$ cat src/rtl/alarm_clock_pkg.sv
// alarm_clock_pkg: shared FSM state encodings, BCD digit limits and the hh:mm time type
//   Exports: DIGIT_W, hour/minute digit limits, ring_state_t, bcd_time_t
package alarm_clock_pkg;
    localparam int DIGIT_W = 4;
    localparam logic [DIGIT_W-1:0] HR_MS_MAX  = 4'd2;
    localparam logic [DIGIT_W-1:0] HR_LS_MAX  = 4'd3;
    localparam logic [DIGIT_W-1:0] MIN_MS_MAX = 4'd5;
    localparam logic [DIGIT_W-1:0] MIN_LS_MAX = 4'd9;
    typedef enum logic [1:0] {
        DISARMED = 2'd0,
        ARMED    = 2'd1,
        RINGING  = 2'd2,
        SNOOZING = 2'd3
    } ring_state_t;
    typedef struct packed {
        logic [DIGIT_W-1:0] ms_hr;
        logic [DIGIT_W-1:0] ls_hr;
        logic [DIGIT_W-1:0] ms_min;
        logic [DIGIT_W-1:0] ls_min;
    } bcd_time_t;
endpackage

$ cat src/rtl/bcd_time_adder.sv
// bcd_time_adder: combinational hh:mm BCD time plus 0-9 minutes, wrapping 23:59 -> 00:00
//   base    in  : BCD time, 24-hour format
//   minutes in  : minutes to add, 0-9
//   sum     out : base + minutes, BCD
module bcd_time_adder
    import alarm_clock_pkg::*;
(
    input  bcd_time_t          base,
    input  logic [DIGIT_W-1:0] minutes,
    output bcd_time_t          sum
);
    logic [DIGIT_W:0] ls_raw;
    logic ls_carry, ms_carry, hr_carry, day_wrap;
    always_comb begin
        ls_raw     = {1'b0, base.ls_min} + {1'b0, minutes};
        ls_carry   = ls_raw > {1'b0, MIN_LS_MAX};
        ms_carry   = ls_carry && base.ms_min == MIN_MS_MAX;
        hr_carry   = ms_carry && base.ls_hr == MIN_LS_MAX;
        day_wrap   = ms_carry && base.ms_hr == HR_MS_MAX && base.ls_hr == HR_LS_MAX;
        sum.ls_min = ls_carry ? 4'(ls_raw - 5'd10) : ls_raw[DIGIT_W-1:0];
        sum.ms_min = ms_carry ? '0 : base.ms_min + {3'b0, ls_carry};
        sum.ls_hr  = (day_wrap || hr_carry) ? '0 : base.ls_hr + {3'b0, ms_carry};
        sum.ms_hr  = day_wrap ? '0 : base.ms_hr + {3'b0, hr_carry};
    end
endmodule

$ cat src/rtl/alarm_ring_controller.sv
// alarm_ring_controller: alarm ring sequencer with snooze, ring timeout and snooze limit
//   clock, reset (async, active-high), one_second tick
//   current_time_*, alarm_time_* : BCD hh:mm digits
//   alarm_enable, snooze_button, stop_button : level inputs, buttons act on rising edge
//   alarm_sound, snooze_active, snooze_count, ring_state : registered status outputs
module alarm_ring_controller
    import alarm_clock_pkg::*;
#(
    parameter int SNOOZE_MIN     = 5,
    parameter int RING_TIMEOUT_S = 60,
    parameter int MAX_SNOOZE     = 3
) (
    input  logic               clock,
    input  logic               reset,
    input  logic               one_second,
    input  logic [DIGIT_W-1:0] current_time_ms_hr,
    input  logic [DIGIT_W-1:0] current_time_ls_hr,
    input  logic [DIGIT_W-1:0] current_time_ms_min,
    input  logic [DIGIT_W-1:0] current_time_ls_min,
    input  logic [DIGIT_W-1:0] alarm_time_ms_hr,
    input  logic [DIGIT_W-1:0] alarm_time_ls_hr,
    input  logic [DIGIT_W-1:0] alarm_time_ms_min,
    input  logic [DIGIT_W-1:0] alarm_time_ls_min,
    input  logic               alarm_enable,
    input  logic               snooze_button,
    input  logic               stop_button,
    output logic               alarm_sound,
    output logic               snooze_active,
    output logic [2:0]         snooze_count,
    output logic [1:0]         ring_state
);
    ring_state_t state;
    bcd_time_t   now, alarm_at, target, snooze_sum;
    logic [7:0]  ring_cnt;
    logic        a_match, a_match_q, s_match, snooze_q, stop_q, trigger, snooze_edge, stop_edge;

    assign now         = '{current_time_ms_hr, current_time_ls_hr, current_time_ms_min, current_time_ls_min};
    assign alarm_at    = '{alarm_time_ms_hr, alarm_time_ls_hr, alarm_time_ms_min, alarm_time_ls_min};
    assign a_match     = now == alarm_at;
    assign s_match     = now == target;
    // Edge-based trigger so a stopped alarm stays quiet for the rest of its minute.
    assign trigger     = a_match && !a_match_q;
    assign snooze_edge = snooze_button && !snooze_q;
    assign stop_edge   = stop_button && !stop_q;
    assign ring_state  = state;

    bcd_time_adder u_adder (
        .base    (now),
        .minutes (4'(SNOOZE_MIN)),
        .sum     (snooze_sum)
    );

    always_ff @(posedge clock or posedge reset) begin
        if (reset) begin
            state         <= DISARMED;
            alarm_sound   <= 1'b0;
            snooze_active <= 1'b0;
            snooze_count  <= '0;
            ring_cnt      <= '0;
            target        <= '0;
            snooze_q      <= 1'b0;
            stop_q        <= 1'b0;
            // Time and alarm both come out of reset at 00:00; start "already matched".
            a_match_q     <= 1'b1;
        end else begin
            a_match_q <= a_match;
            snooze_q  <= snooze_button;
            stop_q    <= stop_button;
            if (state != DISARMED && !alarm_enable) begin
                state         <= DISARMED;
                alarm_sound   <= 1'b0;
                snooze_active <= 1'b0;
                snooze_count  <= '0;
            end else begin
                case (state)
                    DISARMED: if (alarm_enable) state <= ARMED;
                    ARMED: if (trigger) begin
                        state       <= RINGING;
                        alarm_sound <= 1'b1;
                        ring_cnt    <= '0;
                    end
                    RINGING: begin
                        if (stop_edge) begin
                            state        <= ARMED;
                            alarm_sound  <= 1'b0;
                            snooze_count <= '0;
                        end else if (snooze_edge && snooze_count < 3'(MAX_SNOOZE)) begin
                            state         <= SNOOZING;
                            alarm_sound   <= 1'b0;
                            snooze_active <= 1'b1;
                            snooze_count  <= snooze_count + 3'd1;
                            target        <= snooze_sum;
                        end else if (one_second) begin
                            if (ring_cnt == 8'(RING_TIMEOUT_S - 1)) begin
                                state        <= ARMED;
                                alarm_sound  <= 1'b0;
                                snooze_count <= '0;
                            end else begin
                                ring_cnt <= ring_cnt + 8'd1;
                            end
                        end
                    end
                    SNOOZING: begin
                        if (stop_edge) begin
                            state         <= ARMED;
                            snooze_active <= 1'b0;
                            snooze_count  <= '0;
                        end else if (s_match) begin
                            state         <= RINGING;
                            snooze_active <= 1'b0;
                            alarm_sound   <= 1'b1;
                            ring_cnt      <= '0;
                        end
                    end
                    default: state <= DISARMED;
                endcase
            end
        end
    end
endmodule

$ cat config.mk
export PLATFORM = sky130hd
export DESIGN_NAME = alarm_ring_controller
export DESIGN_NICKNAME = d
export VERILOG_FILES = /design/src/rtl/alarm_clock_pkg.sv /design/src/rtl/bcd_time_adder.sv /design/src/rtl/alarm_ring_controller.sv
export SDC_FILE = /design/constraint.sdc
export NUM_CORES = 1
export LEC_CHECK = 0
export CAP_MARGIN = 20
export CORE_MARGIN = 10
export CORE_UTILIZATION = 37
export CTS_BUF_LIST = sky130_fd_sc_hd__clkbuf_4 sky130_fd_sc_hd__clkbuf_8
export DETAILED_ROUTE_END_ITERATION = 6
export HOLD_SLACK_MARGIN = 0.06
export PLACE_DENSITY = 0.69
export SYNTH_ARGS = -nofsm -noshare
export SYNTH_HDL_FRONTEND = slang
export SYNTH_SLANG_ARGS = --single-unit
$ cat constraint.sdc
create_clock -name clock -period 2 [get_ports clock]
set_input_delay 0.3 -clock clock [delete_from_list [all_inputs] [get_ports clock]]
set_output_delay 0.3 -clock clock [all_outputs]
set_load 0.1 [all_outputs]
After elaboration in Yosys (flattened, before gate mapping)
Cells that the tools add are included.
W data, S select, Z words.
{"block": "totals", "ff_bits": 34, "in_bits": 38, "out_inout_bits": 7, "word_cells": 119}
{"block": "classes", "addsub": 7, "magnitude_cmp": 2, "eq_ne": 27, "mux": 44, "bitwise": 2, "reduce_logical": 25}
{"op": "$mux W8", "count": 7}
{"op": "$eq A16 B16 Y1", "count": 2}
{"op": "$pmux W8 S3", "count": 1}
{"op": "$ne A3 B3 Y1 const B", "count": 7}
{"op": "$mux W2", "count": 9}
{"op": "$mux W3", "count": 6}
{"op": "$mux W4", "count": 4}
{"op": "$ne A2 B2 Y1 const B", "count": 7}
{"op": "$mux W1", "count": 13}
{"op": "$add A4 B1 Y4", "count": 3}
{"op": "$reduce_and A4 Y1", "count": 3}
{"op": "$ne A5 B5 Y1 const B", "count": 2}
{"op": "$logic_and A1 B1 Y1", "count": 9}
{"op": "$reduce_and A9 Y1", "count": 1}
{"op": "$add A8 B1 Y8 const B", "count": 1}
{"op": "$eq A4 B2 Y1 const B", "count": 2}
{"op": "$eq A8 B6 Y1 const B", "count": 1}
{"op": "$pmux W2 S4", "count": 1}
{"op": "$pmux W3 S2", "count": 1}
{"op": "$reduce_and A6 Y1", "count": 1}
{"op": "$reduce_bool A3 Y1", "count": 2}
{"op": "$add A4 B3 Y5 const B", "count": 1}
{"op": "$gt A5 B4 Y1 const B", "count": 1}
{"op": "$reduce_and A5 Y1", "count": 1}
{"op": "other kinds (16)", "count": 21}

Longest topological paths before layout
Gate-level depths: netlist of the first run.
{"block": "logic_depth", "ltp_word": 7, "mapped_depth": 11}

Hierarchy
A second synthesis of the first run with hierarchy kept.
{"block": "unflattened", "hier_cells": 259, "area_unflattened_um2": 2565.0}
{"module": "alarm_ring_controller", "instances": 1, "cells_per_inst": 194, "area_each_um2": 2000.7, "seq_area_each_um2": 852.1}
{"module": "bcd_time_adder", "instances": 1, "cells_per_inst": 65, "area_each_um2": 564.3, "seq_area_each_um2": 0.0}

Worst setup path after synthesis of the first run
OpenSTA, ideal clock, no wires.
{"block": "synth_path", "kind": "register to register", "startpoint": "reg state[1] (netlist: ring_state[1])", "endpoint": "reg ring_cnt[2]", "arrival_ps": 2109, "required_time_ps": 1874, "setup_slack_ps": -235, "stages_incl_launch_ff": 6, "path_cell_list": "dfrtp_1 -> clkbuf_1 -> and3_1 -> a41o_1 -> o211ai_4 -> a221o_1"}
{"block": "synth_between", "elab_chain_len": 4}
{"element": "start, declared", "line": "alarm_ring_controller.sv:32", "rtl": "ring_state_t state;"}
{"element": "start signal, assigned", "line": "alarm_ring_controller.sv:55", "rtl": "state <= DISARMED;"}
{"element": "start signal, assigned", "line": "alarm_ring_controller.sv:70", "rtl": "state <= DISARMED;"}
{"element": "start signal, assigned", "line": "alarm_ring_controller.sv:76", "rtl": "DISARMED: if (alarm_enable) state <= ARMED;"}
{"element": "parallel branches: the longest is 4 deep, another holds $reduce_and A9 Y1"}
{"element": "end signal, assigned", "line": "alarm_ring_controller.sv:99", "rtl": "ring_cnt <= ring_cnt + 8'd1;"}
{"element": "end, declared", "line": "alarm_ring_controller.sv:34", "rtl": "logic [7:0] ring_cnt;"}
Parallel ways; which one is timed is not known.
A chain may end at the register's enable or synchronous reset.

Worst setup path after layout of the first run
{"block": "layout_path", "startpoint": "in alarm_time_ls_hr[2]", "endpoint": "reg ring_cnt[2]"}
{"block": "layout_between", "elab_chain_len": 4}
{"element": "start, declared", "line": "alarm_ring_controller.sv:21", "rtl": "input logic [DIGIT_W-1:0] alarm_time_ls_hr,"}
{"element": "$eq A16 B16 Y1", "line": "alarm_ring_controller.sv:39", "rtl": "assign a_match = now == alarm_at;"}
{"element": "via a_match", "line": "alarm_ring_controller.sv:35", "rtl": "logic a_match, a_match_q, s_match, snooze_q, stop_q, trigger, snooze_edge, stop_edge;"}
{"element": "$logic_and A1 B1 Y1", "line": "alarm_ring_controller.sv:42", "rtl": "assign trigger = a_match && !a_match_q;"}
{"element": "$ne A2 B2 Y1 (no source line)"}
{"element": "$reduce_and A9 Y1 (no source line)"}
The timed path passes the listed nets, and every way through them passes these cells.

==> results of run 1 <==
path summary, 6_finish.rpt:
| kind | start | to | slack (ns) |
|---|---|---|---|
| min reg2reg | target[0] | target[0] | 0.50 |
| max reg2reg | ring_cnt[0] | ring_cnt[5] | 0.11 |
| max in group asynchronous | reset | snooze_count[2] | 1.23 |
| max | alarm_time_ls_hr[2] | ring_cnt[2] | 0.06 |
| min in group asynchronous | reset | ring_cnt[0] | 0.41 |
| min | alarm_time_ls_hr[0] | a_match_q | 0.40 |
cell type report:
class | instances | area share [%]
clock buffer | 7 | 2.77
inverter | 14 | 1.62
timing repair buffer | 87 | 23.1
sequential | 34 | 26.4
multi-input combinational | 184 | 43.0
tap | 75 | 2.89
clock inverter | 1 | 0.154
through the flow:
stage / power [uW] / instances / hold WS (ns) / area [sq um]
after global placement: 1940 / 394 / 0.484 / 3100
after floorplan: 1640 / 242 / 0.331 / 2330
final: 2520 / 402 / 0.401 / 3250
after global routing: 2670 / 402 / 0.433 / 3250
after CTS: 2530 / 402 / 0.423 / 3220
after detailed placement: 1960 / 394 / 0.491 / 3100
timing repair:
action | 4_1_cts | 5_1_grt
gates resized for setup | 21 | 9
pin swaps | 7 | 10
endpoints found under the hold margin | 0 | 0
endpoints found under the setup margin | 16 | 11
layer usage:
| layer | vias to the layer above | part of all wire [%] | global-route usage, % |
|---|---|---|---|
| met2 | 53 | 50 | 21.5 |
| met5 | - | 0 | 0 |
| met4 | 0 | 1.3 | 4.41 |
| li1 | 1023 | - | - |
| met1 | 997 | 44 | 14.6 |
| met3 | 8 | 5.2 | 4.08 |
power by group:
part,internal [uW],total [uW],switching [uW],leakage [uW]
Clock,292,550,259,0.0000517
Combinational,455,922,467,0.00106
Sequential,869,1050,178,0.000436
Total,1620,2520,904,0.00155
worst max-delay path: cells and delay by family:
kind / cells / cell delay (ns)
buffers and inverters: 1 / 0.47
xor gates and xnor gates: 1 / 0.11
and+or+nand+nor: 2 / 0.54
AOI/OAI and AO/OA: 3 / 0.69
registers in the layout, indices dropped and copies added, names as in the netlist:
name,cells
a_match_q,1
snooze_active,1
snooze_q,1
snooze_count,3
target,16
alarm_sound,1
stop_q,1
ring_state,2
ring_cnt,8
cells in the final DEF (no fill, tap or decap), drive strengths merged, types with 2 or more instances in the layout:
master         netlist  final
a21oi                7      7
a22o                12     12
nor2                15     15
dlygate4sd2          0     13
o21ai                9      9
nand2               19     19
dlymetal6s2s         0      5
clkdlybuf4s50        0     18
nor3                 3      3
ha                  11     11
and3                 2      2
a211o                2      2
nor4                 2      2
xnor2               36     36
nor2b                3      3
nand2b               3      3
clkbuf               5      7
or2                  5      5
a221o                2      2
dfrtp               33     33
inv                 14     14
buf                  5     50
nand3               12     12
nand4                8      8
o22ai                2      2
nor3b                2      2
o31ai                4      4
xor2                 6      6
a21o                 5      5
kinds of logic (layout without fill, tap and decap cells):
family,count (synthesis),count (layout),share of synthesized area [%]
XOR/XNOR,42,42,16.5
AO/OA/AOI/OAI,52,52,17.3
flip-flops,34,34,36.8
AND/OR/NAND/NOR,78,78,17.8
multiplexers,1,1,0.432
adder cells (fa/ha/maj),11,11,5.94
buffers and inverters,24,109,5.24
==> reports/results.tsv, run 1 <==
metric	value	unit
Tcrit/Tclk final	96.9	%
Layout Skew	0.00864	ns
most frequent cell after synthesis	xnor2_1	
Critical Path Start Type	primary input	
FP Rows	28	
Port Buffers	44	
multi-input logic area	1400	sq um
headroom to the max-slew limit	69.0	%
CTS Buf Count	5	
Synth Area per Inst	9.58	sq um
Post-Syn Area	2320	sq um
Routed Antenna Nets	0	
Max clock buf depth	2	
vias after detailed routing	2081	
final hold viol count	0	
Clock Sinks	34	
Die H	99.1	microns
Synth Instances	242	
die width	99.1	microns
Slew Viols, Final	0	
largest incremental delay on the critical path	0.47	ns
CTS tree	done	
DRC viols	0	
hold buffers post-CTS	0	
count of cell types in the netlist	47	
Post-synth EDFFs	0	
fin crit period	1.94	ns
crit end category	register	
first-pass GRT wire length	10400	microns
CP max-delay cell	clkdlybuf4s50_1	
Starting Density	38.7	%
sequential area share after synthesis	36.8	%
Synth top area share	35.6	%
GR Overflow Total	0	
CTS Root Cell	clkbuf_8	
most area-consuming cells after synthesis	dfrtp_1 36%, xnor2_1 13%, ha_1 5.9%	
Primary FF master, synth	dfrtp_1	
nets	375	
final setup slack of the worst path	0.0611	ns
Worst Hold Depth	4	
Post-Syn Nets	291	
# IOs	45	
Final Core Density	54.2	%
DRT Pass-1 Iters	4	
Worst-Margin Slew	0.464	ns
postcts setup bufs	0	
Core Box Area	5990	sq um
Tot GR Track Use	12.7	%
Fillers	538	
Avg WL per Cell	15.2	microns
area grow syn2layout	40.1	%
CP Data Required Time	2.18	ns
P per Cell Area	776	nW/um^2
Worst R2R Path Depth	8	
crit-path cells	clkdlybuf4s50_1 -> xnor2_1 -> nand4_1 -> nor4_4 -> a211o_2 -> o211ai_4 -> a221o_1	
final setup fails	0	
Setup CP Type	in2reg	
max_cap viols	0	
post-placement setup slack	-0.498	ns
register area	858	sq um
Yosys top cell by area	dfrtp_1	
Crit Path Max Fanout	4	
htree depth	2	
Post-synth ARST share	100	%
Final GP Congestion	0.892	
total wire length	6120	microns
clk_lat worst skew	0.29	ns
Yosys reg bits	34	
largest net degree at the start of global routing	35	
Post-synth top cells	34 x xnor2_1, 33 x dfrtp_1, 19 x nand2_1	
drt initial violations	110	
die area	9830	sq um
layout cells sized above 1	24.2	%
Antenna Diode Count	0	
DR vias/cell	5.18	
Setup TNS Final	0	ns
hpwl dp	4900	microns
Worst VDD drop	0.444	mV
Leak	0.00155	uW
outcome	completed	
Hold Path Class	in2reg	
YS warnings	0	
fmax	516	MHz
Clock transition at path regs	0.08	ns
vias in the first global route	2179	
antenna violations before repair	0	
WP data arrival	2.12	ns
(Power assumes the default switching activity.)
==> inputs of run 2 (changes only) <==
--- a/constraint.sdc
+++ b/constraint.sdc
@@ -3,2 +3,2 @@
 set_output_delay 0.3 -clock clock [all_outputs]
-set_load 0.1 [all_outputs]
+set_load 0.01 [all_outputs]
==> reports/results.tsv, run 2 (synthesized netlist as in run 1, its figures left out) <==
metric	value	unit
crit-path leading delay family	compound AO/OA/AOI/OAI gates	
CTS tree	done	
htree depth	2	
die area	9830	sq um
drt initial violations	30	
crit end category	register	
commonest non-fill, non-tap cells in the layout	45 x buf_4, 34 x xnor2_1, 33 x dfrtp_1, 28 x clkdlybuf4s50_1, 19 x nand2_1	
DR vias/cell	5.06	
DR top layer	met4	
CP max-delay cell	clkdlybuf4s50_1	
max_cap viols	0	
FP Rows	28	
first-pass GRT wire length	10400	microns
fin crit period	1.94	ns
Setup CP Type	in2reg	
Clock power frac	26.5	%
Routed Antenna Nets	0	
CP Data Required Time	2.18	ns
dpl cell area	3110	sq um
DRC viols	0	
Tot GR Track Use	12.7	%
RR Endpoint	target[12]	
Worst-Margin Slew	0.455	ns
DRT Pass-1 Iters	4	
R2R Path Start	ring_state[1]	
leading cell type in the layout, fill and taps excluded	buf_4	
top flop regs	target: 16 flops, ring_cnt: 8 flops, snooze_count: 3 flops	
Biggest register	target	
largest incremental delay on the critical path	0.43	ns
CP Buf/Inv Count	2	
outcome	completed	
Met1 Routed Length	2720	microns
Leak	0.00151	uW
GR Overflow Total	0	
fmax	516	MHz
Worst VDD drop	0.491	mV
Max clock buf depth	2	
hold buffers post-CTS	0	
Final GP Congestion	0.831	
final setup fails	0	
CTS Buf Count	5	
Layout Skew	0.00954	ns
antenna violations before repair	0	
hold_ws	0.386	ns
RSZ-0062 raised after global routing	false	
Switch Pwr	794	uW
vias after detailed routing	2045	
final hold viol count	0	
largest net degree at the start of global routing	35	
nets	377	
Starting Density	38.7	%
WP data arrival	2.12	ns
Port Buffers	44	
hpwl dp	4880	microns
Critical Path Source	alarm_time_ls_min[1]	
clk_lat worst skew	0.29	ns
Slew Viols, Final	0	
CTS Root Cell	clkbuf_8	
CP Depth	8	
Setup crit end	ring_state[1]	
crit-path cells	clkdlybuf4s50_1 -> xnor2_1 -> nand4_1 -> nor4_4 -> a211o_2 -> buf_4 -> or2_1 -> a221o_1	
combinational power share	31.4	%
die width	99.1	microns
P per Cell Area	762	nW/um^2
headroom to the max-slew limit	69.7	%
area grow syn2layout	40.8	%
# IOs	45	
Hold Path Class	in2reg	
met2 routed wirelength	2990	microns
layout cells sized above 1	21.3	%
Core Box Area	5990	sq um
total wire length	6070	microns
Final Cell Area	3260	sq um
Antenna Diode Count	0	
Flop pwr share	42.1	%
fraction of power spent switching nets	31.9	%
Tcrit/Tclk final	96.8	%
max reg flops	16	
Power Internal	1690	uW
routed wl met3	305	microns
Worst R2R Path Depth	5	
reg-to-reg setup timing slack	0.17	ns
vias in the first global route	2199	
Avg WL per Cell	15.0	microns
Crit Path Max Fanout	3	
Die H	99.1	microns
Clock Sinks	34	
Critical Path Start Type	primary input	
Clock transition at path regs	0.08	ns
==> run 2: cell types whose count changed in the layout (fill, tap and decap cells not counted), sizes merged, moves of 2 or more <==
cell | previous run | this run
buf | 50 | 45
clkdlybuf4s50 | 18 | 28
clkinvlp | 0 | 2
dlygate4sd2 | 13 | 11
==> run 2: metal layers <==
layer	GRT usage [%]	vias to the layer above
met5	0	-
met3	3.46	5
met2	21.8	49
met1	15.3	967
li1	-	1024
met4	2.87	0
==> run 2: worst min-delay path by stage <==
stage,startpoint,to,slack [ns],depth (start not counted)
after global routing,current_time_ls_hr[0],a_match_q,0.43,4
after detailed placement,target[0],target[0],0.49,2
final,current_time_ls_hr[0],a_match_q,0.39,4
after CTS,reset,ring_cnt[5],0.42,3
after global placement,target[0],target[0],0.48,2
after floorplan,snooze_button,snooze_q,0.33,0
==> run 2: timing repair <==
item                                    in CTS  in global routing
endpoints found under the setup margin      19                 16
gates resized for setup                     16                  9
buffers inserted                             0                  2
pin swaps                                    0                  6
==> run 2: final cells by class <==
type	count	area (sq um)
repair buffers	89	769
inverters	14	52.6
clock buffers	5	68.8
flip-flops and latches	34	852
fillers	565	2730
well taps	75	93.8
multi-input cells	184	1380
clock inverters	3	45.0
==> run 2: per-stage QoR <==
step / setup slack [ns] / setup TNS (ns) / std cells / power (uW) / utilization (%)
final: 0.0633 / 0 / 404 / 2490 / 54.5
after global routing: 0.00437 / 0 / 404 / 2650 / 54.5
after CTS: 0.00362 / 0 / 402 / 2500 / 53.9
after detailed placement: -0.544 / -8.81 / 394 / 1840 / 51.9
after global placement: -0.476 / -7.65 / 394 / 1810 / 51.9
after floorplan: 0.0380 / 0 / 242 / 1510 / -
==> run 2: tightest hold or removal path, delay by kind of cell <==
| kind | cells | cell delay (ns) |
|---|---|---|
| buffers and inverters | 1 | 0.12 |
| AND/OR/NAND/NOR | 2 | 0.17 |
| XOR/XNOR | 1 | 0.09 |
==> run 2: power groups by stage <==
stage | logic (uW) | registers, uW | clock network, uW
4_1_cts | 783 | 1040 | 675
3_3_place_gp | 765 | 1050 | 0
6_report | 781 | 1050 | 660
3_5_place_dp | 788 | 1050 | 0
2_1_floorplan | 495 | 1010 | 0
5_1_grt | 874 | 1080 | 699
==> inputs of run 3 (changes only) <==
CORE_ASPECT_RATIO = 0.6   (was not set)
==> reports/results.tsv, run 3 (synthesized netlist as in run 1, its figures left out) <==
metric	value	unit
outcome	completed	
layout cells sized above 1	23.2	%
Leak	0.00157	uW
leading cell type in the layout, fill and taps excluded	buf_4	
htree depth	2	
first-pass GRT wire length	10300	microns
vias after detailed routing	2033	
Tot GR Track Use	12.9	%
fin crit period	1.95	ns
Starting Density	38.1	%
fmax	513	MHz
# IOs	45	
CP max-delay cell	clkdlybuf4s50_1	
Crit Path Max Fanout	3	
Hold Path Class	in2reg	
top flop regs	target: 16 flops, ring_cnt: 8 flops, snooze_count: 3 flops	
largest net degree at the start of global routing	35	
max reg flops	16	
final setup slack of the worst path	0.0492	ns
commonest non-fill, non-tap cells in the layout	48 x buf_4, 33 x dfrtp_1, 31 x xnor2_1, 27 x clkdlybuf4s50_1, 18 x nand2_1	
Antenna Diode Count	0	
die width	122	microns
Fillers	540	
RSZ-0062 raised after global routing	false	
P per Cell Area	733	nW/um^2
CTS Buf Count	5	
Worst VDD drop	0.277	mV
Setup TNS Final	0	ns
final setup fails	0	
Port Buffers	44	
crit-path leading delay family	compound AO/OA/AOI/OAI gates	
nets	380	
WHS Endpoint	target[0]	
Worst R2R Path Depth	6	
Setup CP Type	in2reg	
CTS tree	done	
CP Buf/Inv Count	2	
crit-path cells	clkdlybuf4s50_1 -> xnor2_2 -> nand4_1 -> nor4_4 -> a211o_2 -> buf_4 -> or2_1 -> a221o_1	
Clock Sinks	34	
Clock transition at path regs	0.07	ns
max_cap viols	0	
post-placement setup slack	-0.557	ns
HP Start	current_time_ls_min[0]	
hold buffers post-CTS	0	
die area	9930	sq um
total wire length	6390	microns
WP data arrival	2.12	ns
Routed Antenna Nets	0	
Core Box Area	6080	sq um
crit end category	register	
Avg WL per Cell	15.4	microns
headroom to the max-slew limit	69.4	%
FP Rows	22	
vias in the first global route	2017	
Worst Hold Depth	3	
Biggest register	target	
final hold viol count	0	
Max clock buf depth	2	
Critical Path Start Type	primary input	
Layout Skew	0.00620	ns
DR vias/cell	4.89	
Tcrit/Tclk final	97.5	%
DRT Pass-1 Iters	4	
Final GP Congestion	0.850	
drt initial violations	138	
clk_lat worst skew	0.29	ns
DRC viols	0	
Worst-Margin Slew	0.459	ns
hpwl dp	5030	microns
largest incremental delay on the critical path	0.44	ns
area grow syn2layout	42.9	%
Die H	81.3	microns
reg-to-reg setup timing slack	0.11	ns
R2R Path Start	ring_cnt[0]	
GR Overflow Total	0	
antenna violations before repair	0	
Total Power	2430	uW
RR Endpoint	snooze_count[2]	
CP Data Required Time	2.17	ns
Slew Viols, Final	0	
CTS Root Cell	clkbuf_8	
[run 3: area by class of cell]
| type | instances | area [sq um] | area share [%] |
|---|---|---|---|
| timing repair buffer | 92 | 795 | 24.0 |
| inverter | 14 | 52.6 | 1.59 |
| multi-input combinational | 184 | 1410 | 42.6 |
| tap | 84 | 105 | 3.17 |
| clock buffer | 8 | 97.6 | 2.95 |
| sequential | 34 | 852 | 25.7 |
[run 3: worst max path at each step]
| stage | start | to | slack, ns | cells after the start |
|---|---|---|---|---|
| 2_1_floorplan | current_time_ls_min[0] | target[14] | 0.04 | 10 |
| 3_3_place_gp | current_time_ls_min[0] | target[13] | -0.49 | 11 |
| 6_report | alarm_time_ms_hr[1] | ring_state[1] | 0.05 | 8 |
| 3_5_place_dp | current_time_ls_min[0] | target[13] | -0.56 | 11 |
| 4_1_cts | current_time_ms_min[1] | ring_cnt[2] | 0.0005 | 7 |
| 5_1_grt | ring_state[1] | target[10] | 0.01 | 6 |
[run 3: report_power, final]
part	total (uW)	internal, uW	switching (uW)	leakage [uW]
clock	571	308	263	0.0000523
sequential	1050	867	179	0.000444
combinational	809	462	347	0.00108
[run 3: layer usage]
| layer | global-route usage [%] | part of all wire (%) |
|---|---|---|
| met5 | 0 | 0 |
| met4 | 3.16 | 0.81 |
| met3 | 3.74 | 5.4 |
| met2 | 17.9 | 42 |
| met1 | 19.0 | 52 |
[run 3: worst reg2reg max path, cell delays in order (launching register included)]
cell	delay [ns]
dfrtp_1	0.39
ha_1	0.22
and4b_1	0.22
nand3_1	0.11
o2111a_1	0.33
or2_1	0.31
a22o_1	0.19
[run 3: per-stage QoR]
stage	util [%]	std cells	hold slack, ns	area [sq um]
2_1_floorplan	-	242	0.331	2320
3_3_place_gp	51.4	404	0.487	3130
3_5_place_dp	51.4	404	0.502	3130
4_1_cts	53.3	413	0.428	3240
5_1_grt	54.4	416	0.388	3310
6_report	54.4	416	0.375	3310
[run 3: what timing repair did]
| action | in CTS | in global routing |
|---|---|---|
| gates resized for setup | 16 | 16 |
| endpoints found under the setup margin | 15 | 18 |
| setup buffers | 1 | 3 |
| pin swaps | 7 | 13 |
